`src/rtl/tt_um_jimktrains_vslc_capture.sv`:
```
// Pulse-width capture: measures high/low durations of capture_in in timer_clk ticks,
// reporting N for a level lasting N+1 ticks (same encoding as the VSLC timer periods).
module tt_um_jimktrains_vslc_capture #(
  parameter int SYNC_STAGES = 2,
  parameter int CNT_W       = 8
) (
  input  logic             clk,
  input  logic             rst_n,
  input  logic             timer_clk,
  input  logic             capture_in,
  input  logic             capture_enabled,
  output logic [CNT_W-1:0] measured_high,
  output logic [CNT_W-1:0] measured_low,
  output logic             high_valid,
  output logic             low_valid,
  output logic             pair_valid,
  output logic             overflow
);

  typedef enum logic [1:0] {
    ARM       = 2'd0,
    MEAS_HIGH = 2'd1,
    MEAS_LOW  = 2'd2
  } state_t;

  localparam logic [CNT_W:0] CNT_ONE = {{CNT_W{1'b0}}, 1'b1};
  localparam logic [CNT_W:0] CNT_MAX = {1'b1, {CNT_W{1'b0}}};

  logic [SYNC_STAGES-1:0] sync_q;
  logic                   s_prev_q;
  logic                   timer_clk_prev_q;
  logic                   s_in;
  logic                   rise;
  logic                   fall;
  logic                   tick;

  state_t                 state_q;
  logic [CNT_W:0]         cnt_q;
  logic                   sat_q;
  logic                   have_high_q;
  logic [CNT_W:0]         cnt_m1;
  logic [CNT_W-1:0]       report_d;

  // Synchronizer and tick edge detect run freely, even through reset/disable.
  always_ff @(posedge clk) begin
    sync_q           <= {sync_q[SYNC_STAGES-2:0], capture_in};
    s_prev_q         <= s_in;
    timer_clk_prev_q <= timer_clk;
  end

  assign s_in = sync_q[SYNC_STAGES-1];
  assign rise = s_in & ~s_prev_q;
  assign fall = ~s_in & s_prev_q;
  assign tick = timer_clk & ~timer_clk_prev_q;

  assign cnt_m1 = cnt_q - CNT_ONE;

  // A glitch with no ticks reports 0; a saturated level pins to all-ones.
  always_comb begin
    report_d = '0;
    if (sat_q) begin
      report_d = '1;
    end else if (cnt_q != '0) begin
      report_d = cnt_m1[CNT_W-1:0];
    end
  end

  always_ff @(posedge clk) begin
    if (!rst_n || !capture_enabled) begin
      state_q       <= ARM;
      cnt_q         <= '0;
      sat_q         <= 1'b0;
      have_high_q   <= 1'b0;
      measured_high <= '0;
      measured_low  <= '0;
      high_valid    <= 1'b0;
      low_valid     <= 1'b0;
      pair_valid    <= 1'b0;
      overflow      <= 1'b0;
    end else begin
      high_valid <= 1'b0;
      low_valid  <= 1'b0;
      pair_valid <= 1'b0;
      if (state_q == ARM) begin
        have_high_q <= 1'b0;
      end
      if (rise || fall) begin
        // A tick coincident with the edge is credited to the new level.
        cnt_q <= tick ? CNT_ONE : '0;
        sat_q <= 1'b0;
        case (state_q)
          ARM: begin
            state_q <= rise ? MEAS_HIGH : MEAS_LOW;
          end
          MEAS_HIGH: begin
            if (fall) begin
              measured_high <= report_d;
              high_valid    <= 1'b1;
              have_high_q   <= 1'b1;
              overflow      <= overflow | sat_q;
              state_q       <= MEAS_LOW;
            end
          end
          MEAS_LOW: begin
            if (rise) begin
              measured_low <= report_d;
              low_valid    <= 1'b1;
              pair_valid   <= have_high_q;
              overflow     <= overflow | sat_q;
              state_q      <= MEAS_HIGH;
            end
          end
          default: begin
            state_q <= ARM;
          end
        endcase
      end else if (tick) begin
        if (cnt_q == CNT_MAX) begin
          sat_q <= 1'b1;
        end else begin
          cnt_q <= cnt_q + CNT_ONE;
        end
      end
    end
  end

endmodule

```
`config.mk`:
```
export PLATFORM = sky130hd
export DESIGN_NAME = tt_um_jimktrains_vslc_capture
export DESIGN_NICKNAME = d
export VERILOG_FILES = /design/src/rtl/tt_um_jimktrains_vslc_capture.sv
export SDC_FILE = /design/constraint.sdc
export NUM_CORES = 1
export LEC_CHECK = 0
export ABC_CLOCK_PERIOD_IN_PS = 2000
export BUFFER_PORTS_ARGS = -buffer_cell sky130_fd_sc_hd__clkbuf_2
export CAP_MARGIN = 20
export CORE_ASPECT_RATIO = 1.5
export CORE_MARGIN = 8
export CORE_UTILIZATION = 40
export CTS_BUF_LIST = sky130_fd_sc_hd__clkbuf_4 sky130_fd_sc_hd__clkbuf_8 sky130_fd_sc_hd__clkbuf_16
export DETAILED_ROUTE_END_ITERATION = 10
export PLACE_DENSITY = 0.71
export SLEW_MARGIN = 0
export SYNTH_ARGS = -nofsm -noshare
export SYNTH_HDL_FRONTEND = slang
export SYNTH_SLANG_ARGS = --single-unit
```
`constraint.sdc`:
```
create_clock -name clk -period 2 [get_ports clk]
set_clock_uncertainty 0.2 [all_clocks]
set_input_delay 0.2 -clock clk [delete_from_list [all_inputs] [get_ports clk]]
set_output_delay 0.2 -clock clk [all_outputs]
set_load 0.02 [all_outputs]
```
## Word-level counts from Yosys, hierarchy flattened

Index checks and enable logic that the tools add are counted.

| word-level totals | value |
|---|---|
| flip-flop bits (word level) | 37 |
| bits of input ports | 5 |
| output and inout bits | 20 |

| operators by class | value |
|---|---|
| add/sub/neg operators | 2 |
| equal/unequal tests | 6 |
| mux-type cells | 19 |
| bitwise logic cells | 11 |
| reductions and logical operators | 18 |

Operator list:

| cell | number |
|---|---|
| two-way mux 9 bit | 3 |
| two-way mux 8 bit | 2 |
| adder 9 x 1 -> 9 bit, second input constant | 1 |
| equality test 9 bit, second input constant | 1 |
| two-way mux 1 bit | 9 |
| AND reduction 3 bit | 3 |
| nonzero test 9 bit | 1 |
| subtractor 8 x 1 -> 8 bit, second input constant | 1 |
| inverter 1 bit | 7 |
| two-way mux 2 bit | 3 |
| != test 2 bit, second input constant | 3 |
| case mux 2 bit (3 select lines) | 1 |
| OR reduction 3 bit | 2 |
| AND reduction 2 bit | 2 |
| AND reduction 4 bit | 1 |
| nonzero test 2 bit | 2 |
| OR reduction 4 bit | 1 |
| bitwise AND 1 bit | 3 |
| equality test 2 x 1 -> 1 bit, second input constant | 1 |
| equality test 2 bit, second input constant | 1 |
| zero test 1 bit | 2 |
| zero test 2 bit | 1 |
| logical OR 1 bit | 2 |
| case mux 1 bit (2 select lines) | 1 |
| 2 further kinds | 2 |

## Logic depth before layout (Yosys ltp)

| logic depth | value |
|---|---|
| word-level depth | 5 |
| gate-level depth with buffers | 8 |
| mapped depth without buffers | 6 |

## Worst setup path before layout

No wires, ideal clock.

| timing | value |
|---|---|
| path type | register -> register |
| start | register sync_q[1] |
| end | register measured_high[3] |
| setup time | 129 ps |
| arrival time | 1590 ps |
| path slack | 81 ps |
| cell stages (with the launch flop) | 9 |
| period minus slack after synthesis | 1919 ps |
| path through | dfxtp_1 inv_1 ha_1 clkbuf_1 nor4bb_1 clkbuf_1 nand2b_1 o22ai_1 nor2_1 |

| on the way | value |
|---|---|
| word-level cells in the longest chain between the ends | 4 |
| elaborated cells on any way between the ends | 5 |

RTL lines:

| what | RTL line | RTL |
|---|---|---|
| start, declared | 29 | `logic [SYNC_STAGES-1:0] sync_q;` |
| start signal, assigned | 46 | `sync_q <= {sync_q[SYNC_STAGES-2:0], capture_in};` |
| inverter 1 bit | 53 | `assign fall = ~s_in & s_prev_q;` |
| bitwise AND 1 bit | 53 |  |
| logical OR 1 bit | 87 | `if (rise \|\| fall) begin` |
| AND reduction 3 bit (no line) (*) | n/a |  |
| end signal, assigned | 97 | `measured_high <= report_d;` |
| end, declared | 12 | `output logic [CNT_W-1:0] measured_high,` |

Every way passes the cells marked *; elsewhere a longest branch is shown, timed or not.
A chain may end at the register's enable or synchronous reset.

## Worst setup path in the final report

| timing | value |
|---|---|
| start | register cnt_q[1] |
| end | register cnt_q[0] |

| on the way | value |
|---|---|
| word-level cells in the longest chain between the ends | 3 |

RTL lines:

| what | RTL line | RTL |
|---|---|---|
| start, declared | 38 | `logic [CNT_W:0] cnt_q;` |
| start signal, assigned | 89 | `cnt_q <= tick ? CNT_ONE : '0;` |
| start signal, assigned | 121 | `cnt_q <= cnt_q + CNT_ONE;` |
| equality test 9 bit | 118 | `if (cnt_q == CNT_MAX) begin` |
| != test 2 bit (no line) | n/a |  |
| AND reduction 2 bit (no line) | n/a |  |

No other way between the ends.

==> results by group <==
Synth
  • Flops & latches, synth: 37
  • Synth Cell Area: between 0.0015 and 0.002 mm^2
  • Post-synth EDFFs: 0
  • Yosys cell types: 41
  • Fraction of registers with async set/reset: 0%
  • Primary FF master, synth: dfxtp_1
  • Post-Syn Nets: 196
  • Sequential area share after synthesis: 44.71%
  • Yosys warns: 0
  • Cells after synthesis: between 150 and 200
  • Avg Cell Area, Syn: 8.906 um^2

Final layout
  • Number of fill cells: ~400
  • Final #Nets: 229
  • Inserted Diodes: 0
  • Most frequent cells in the layout: nor2_1 (35), dfxtp_1 (35), clkbuf_2 (24)
  • Share of cells above drive strength 1: between 20 and 30%
  • P&R area growth vs syn: 20.62%

Drt
  • First-pass DRT Iterations: 4
  • Total routed wirelength: 3.473 mm
  • Antenna Nets Post-Route: 0
  • WL/cell: 13.16 um
  • DR iter-0 viols: 75
  • Residual DRC: 0
  • Vias post-DR: 1384
  • Vias/cell: 5.242

Critical path
  • Crit Path Max Fanout: 7
  • WP data required: 2000 ps
  • R2r endpoint: cnt_q[0]
  • Levels on crit path: 5
  • Reg2reg path depth: 5
  • Crit-path cells: inv_1 -> ha_2 -> or4bb_4 -> o21a_1 -> o32ai_2
  • WP data arrival: 1880 ps
  • Crit path from: cnt_q[1]
  • Crit path to: cnt_q[0]
  • Critical path class: register to register
  • Slowest cell delay on critical path: 480 ps
  • CP Capture Type: register
  • R2r setup slk: 120 ps
  • Delay-heaviest family, CP: simple AND/OR/NAND/NOR gates
  • CP Launch Type: register
  • CP Buf/Inv Count: 1
  • Crit path max-delay cell type: or4bb_4
  • R2r startpoint: cnt_q[1]

Power
  • LEAKAGE: 0.8172 nW
  • Final Power: roughly 0.0014 W
  • Pwr/cell area: 686.1 mW/mm^2
  • Worst vdd ir: between 0.5 and 0.6 mV

Place
  • DP HPWL: 2.550 mm
  • # port buffers: 24
  • GP Congestion: 0.7955

Global route
  • Initial antenna violation count: 0
  • Grt ovf: 0
  • Vias in the first global route: approximately 1300
  • Largest net degree at the start of global routing: 24
  • First-pass GRT wire length: 5.720 mm
  • Total track usage: 11.44%

Die
  • Initial core utilization: around two fifths
  • Die area: 0.006499 mm^2
  • # rows: 28
  • Boundary Pins: 25
  • Core Area: 0.003959 mm^2
  • Die Span Y: 94.82 um
  • Die W: 68.55 um

Timing
  • Max Freq: ~530 MHz
  • Hold Violations, Final: 0
  • Actual slew at the worst max-slew pin: 428.7 ps
  • Slew Limit Fails: 0
  • Final Cycle Share: 94.23%
  • Fin Setup TNS: 0 ps
  • RSZ-0062 raised after global routing: false
  • Setup violators final: 0
  • Slew HR: 71.20%
  • Time the worst path needs with I/O delays and setup: 1885 ps

Hold path
  • Worst Hold Class: input port to register

CTS
  • Max clock buf depth: 2
  • Clk root buf: clkbuf_8
  • CTS tree: yes
  • H-tree depth: 2
  • TritonCTS Buffers: 5
  • Worst-Skew Late Latency: 290 ps
  • CTS clk-pin slew, worst paths: about 70 ps
  • CTS Sinks: 37

Outcome
  • Status: finished, final reports clean

Flow run
  • Max Cap Viol: 0
==> synthesized netlist by cell type, types with 2 or more instances <==
master | count | area [um^2]
xor2_1 | 4 | 35.03
o22ai_1 | 2 | 12.51
a31oi_1 | 2 | 12.51
nor3_1 | 17 | 85.08
a211oi_1 | 7 | 52.55
or4_4 | 2 | 22.52
nand2b_1 | 2 | 12.51
nor2_1 | 35 | 131.4
xnor2_1 | 4 | 35.03
nand4_1 | 2 | 12.51
a21oi_1 | 9 | 45.04
buf_6 | 2 | 22.52
dfxtp_1 | 37 | 740.7
o21ai_0 | 4 | 20.02
ha_1 | 5 | 62.56
nand3_1 | 2 | 10.01
clkbuf_1 | 5 | 18.77
nand3b_1 | 3 | 22.52
mux2i_1 | 3 | 30.03
buf_4 | 2 | 15.01
nand2_1 | 10 | 37.54
inv_1 | 7 | 26.28
o21a_1 | 2 | 15.01
==> per-stage QoR <==
stage               setup slack, ps  hold WS [ps]  cells  util (%)  cell area [um^2]
detailed placement            53.40         103.9    251     45.92              1818
floorplan                     80.69         27.72    186         -              1657
finish                        115.3         4.072    264     50.47              1998
CTS                           29.93         15.20    261     48.96              1938
global route                  19.78         48.17    264     50.47              1998
global placement              53.46         103.3    251     45.92              1818
==> where the power goes <==
group | switching, W | internal (W)
combinational | 0.0000494 | 0.0000376
sequential | 0.00000783 | 0.000743
clock | 0.000246 | 0.000287
==> how the worst min path moves through the flow <==
stage | start | endpoint | cells after the start
global placement | capture_in | sync_q[0] | 1
floorplan | capture_in | sync_q[0] | 0
detailed placement | capture_in | sync_q[0] | 1
global route | rst_n | cnt_q[0] | 3
CTS | rst_n | cnt_q[0] | 3
finish | rst_n | cnt_q[0] | 3
==> flip-flops by register name, summed over array words and instances, names as in the netlist <==
signal,flops
cnt_q,9
measured_high,8
measured_low,8
state_q,2
sync_q,2
have_high_q,1
high_valid,1
low_valid,1
overflow,1
pair_valid,1
s_prev_q,1
sat_q,1
timer_clk_prev_q,1
==> routing by layer <==
metal  global-route usage [%]  wire, um  part of all wire [%]
met3                    3.796       200                   5.8
met5                        0         0                     0
met2                    20.08      1831                    53
met4                    6.690        81                   2.3
met1                    11.10      1360                    39
==> what timing repair did <==
| action | 4_1_cts | 5_1_grt |
|---|---|---|
| endpoints found under the setup margin | 0 | 15 |
| gates resized for setup | 0 | 11 |
| hold buffers | 3 | 0 |
| buffers inserted | 0 | 2 |
| hold endpoints to repair | 3 | 0 |
==> tightest hold or removal path, stage by stage <==
cell and delay, ps:
clkbuf_2 100, nand3_1 90, o32ai_2 60
==> kinds of logic (layout without fill, tap and decap cells) <==
group / Yosys count / in the layout / share of synthesized area (%)
AO/OA/AOI/OAI: 31 / 31 / 12.61
flip-flops: 37 / 37 / 44.71
multiplexers: 3 / 3 / 1.813
buffers and inverters: 17 / 50 / 5.211
adder cells (fa/ha/maj): 5 / 5 / 3.776
AND/OR/NAND/NOR: 85 / 85 / 27.64
XOR/XNOR: 8 / 8 / 4.229
==> cell type report <==
class                   instances  area [um^2]  area share (%)
multi-input cells             132        862.1           43.14
clock buffers                   7        90.09           4.508
inverters                       7        26.28           1.315
repair buffers                 36        215.2           10.77
well taps                      45        56.30           2.818
flip-flops and latches         37        748.2           37.45
(Power assumes the default switching activity.)
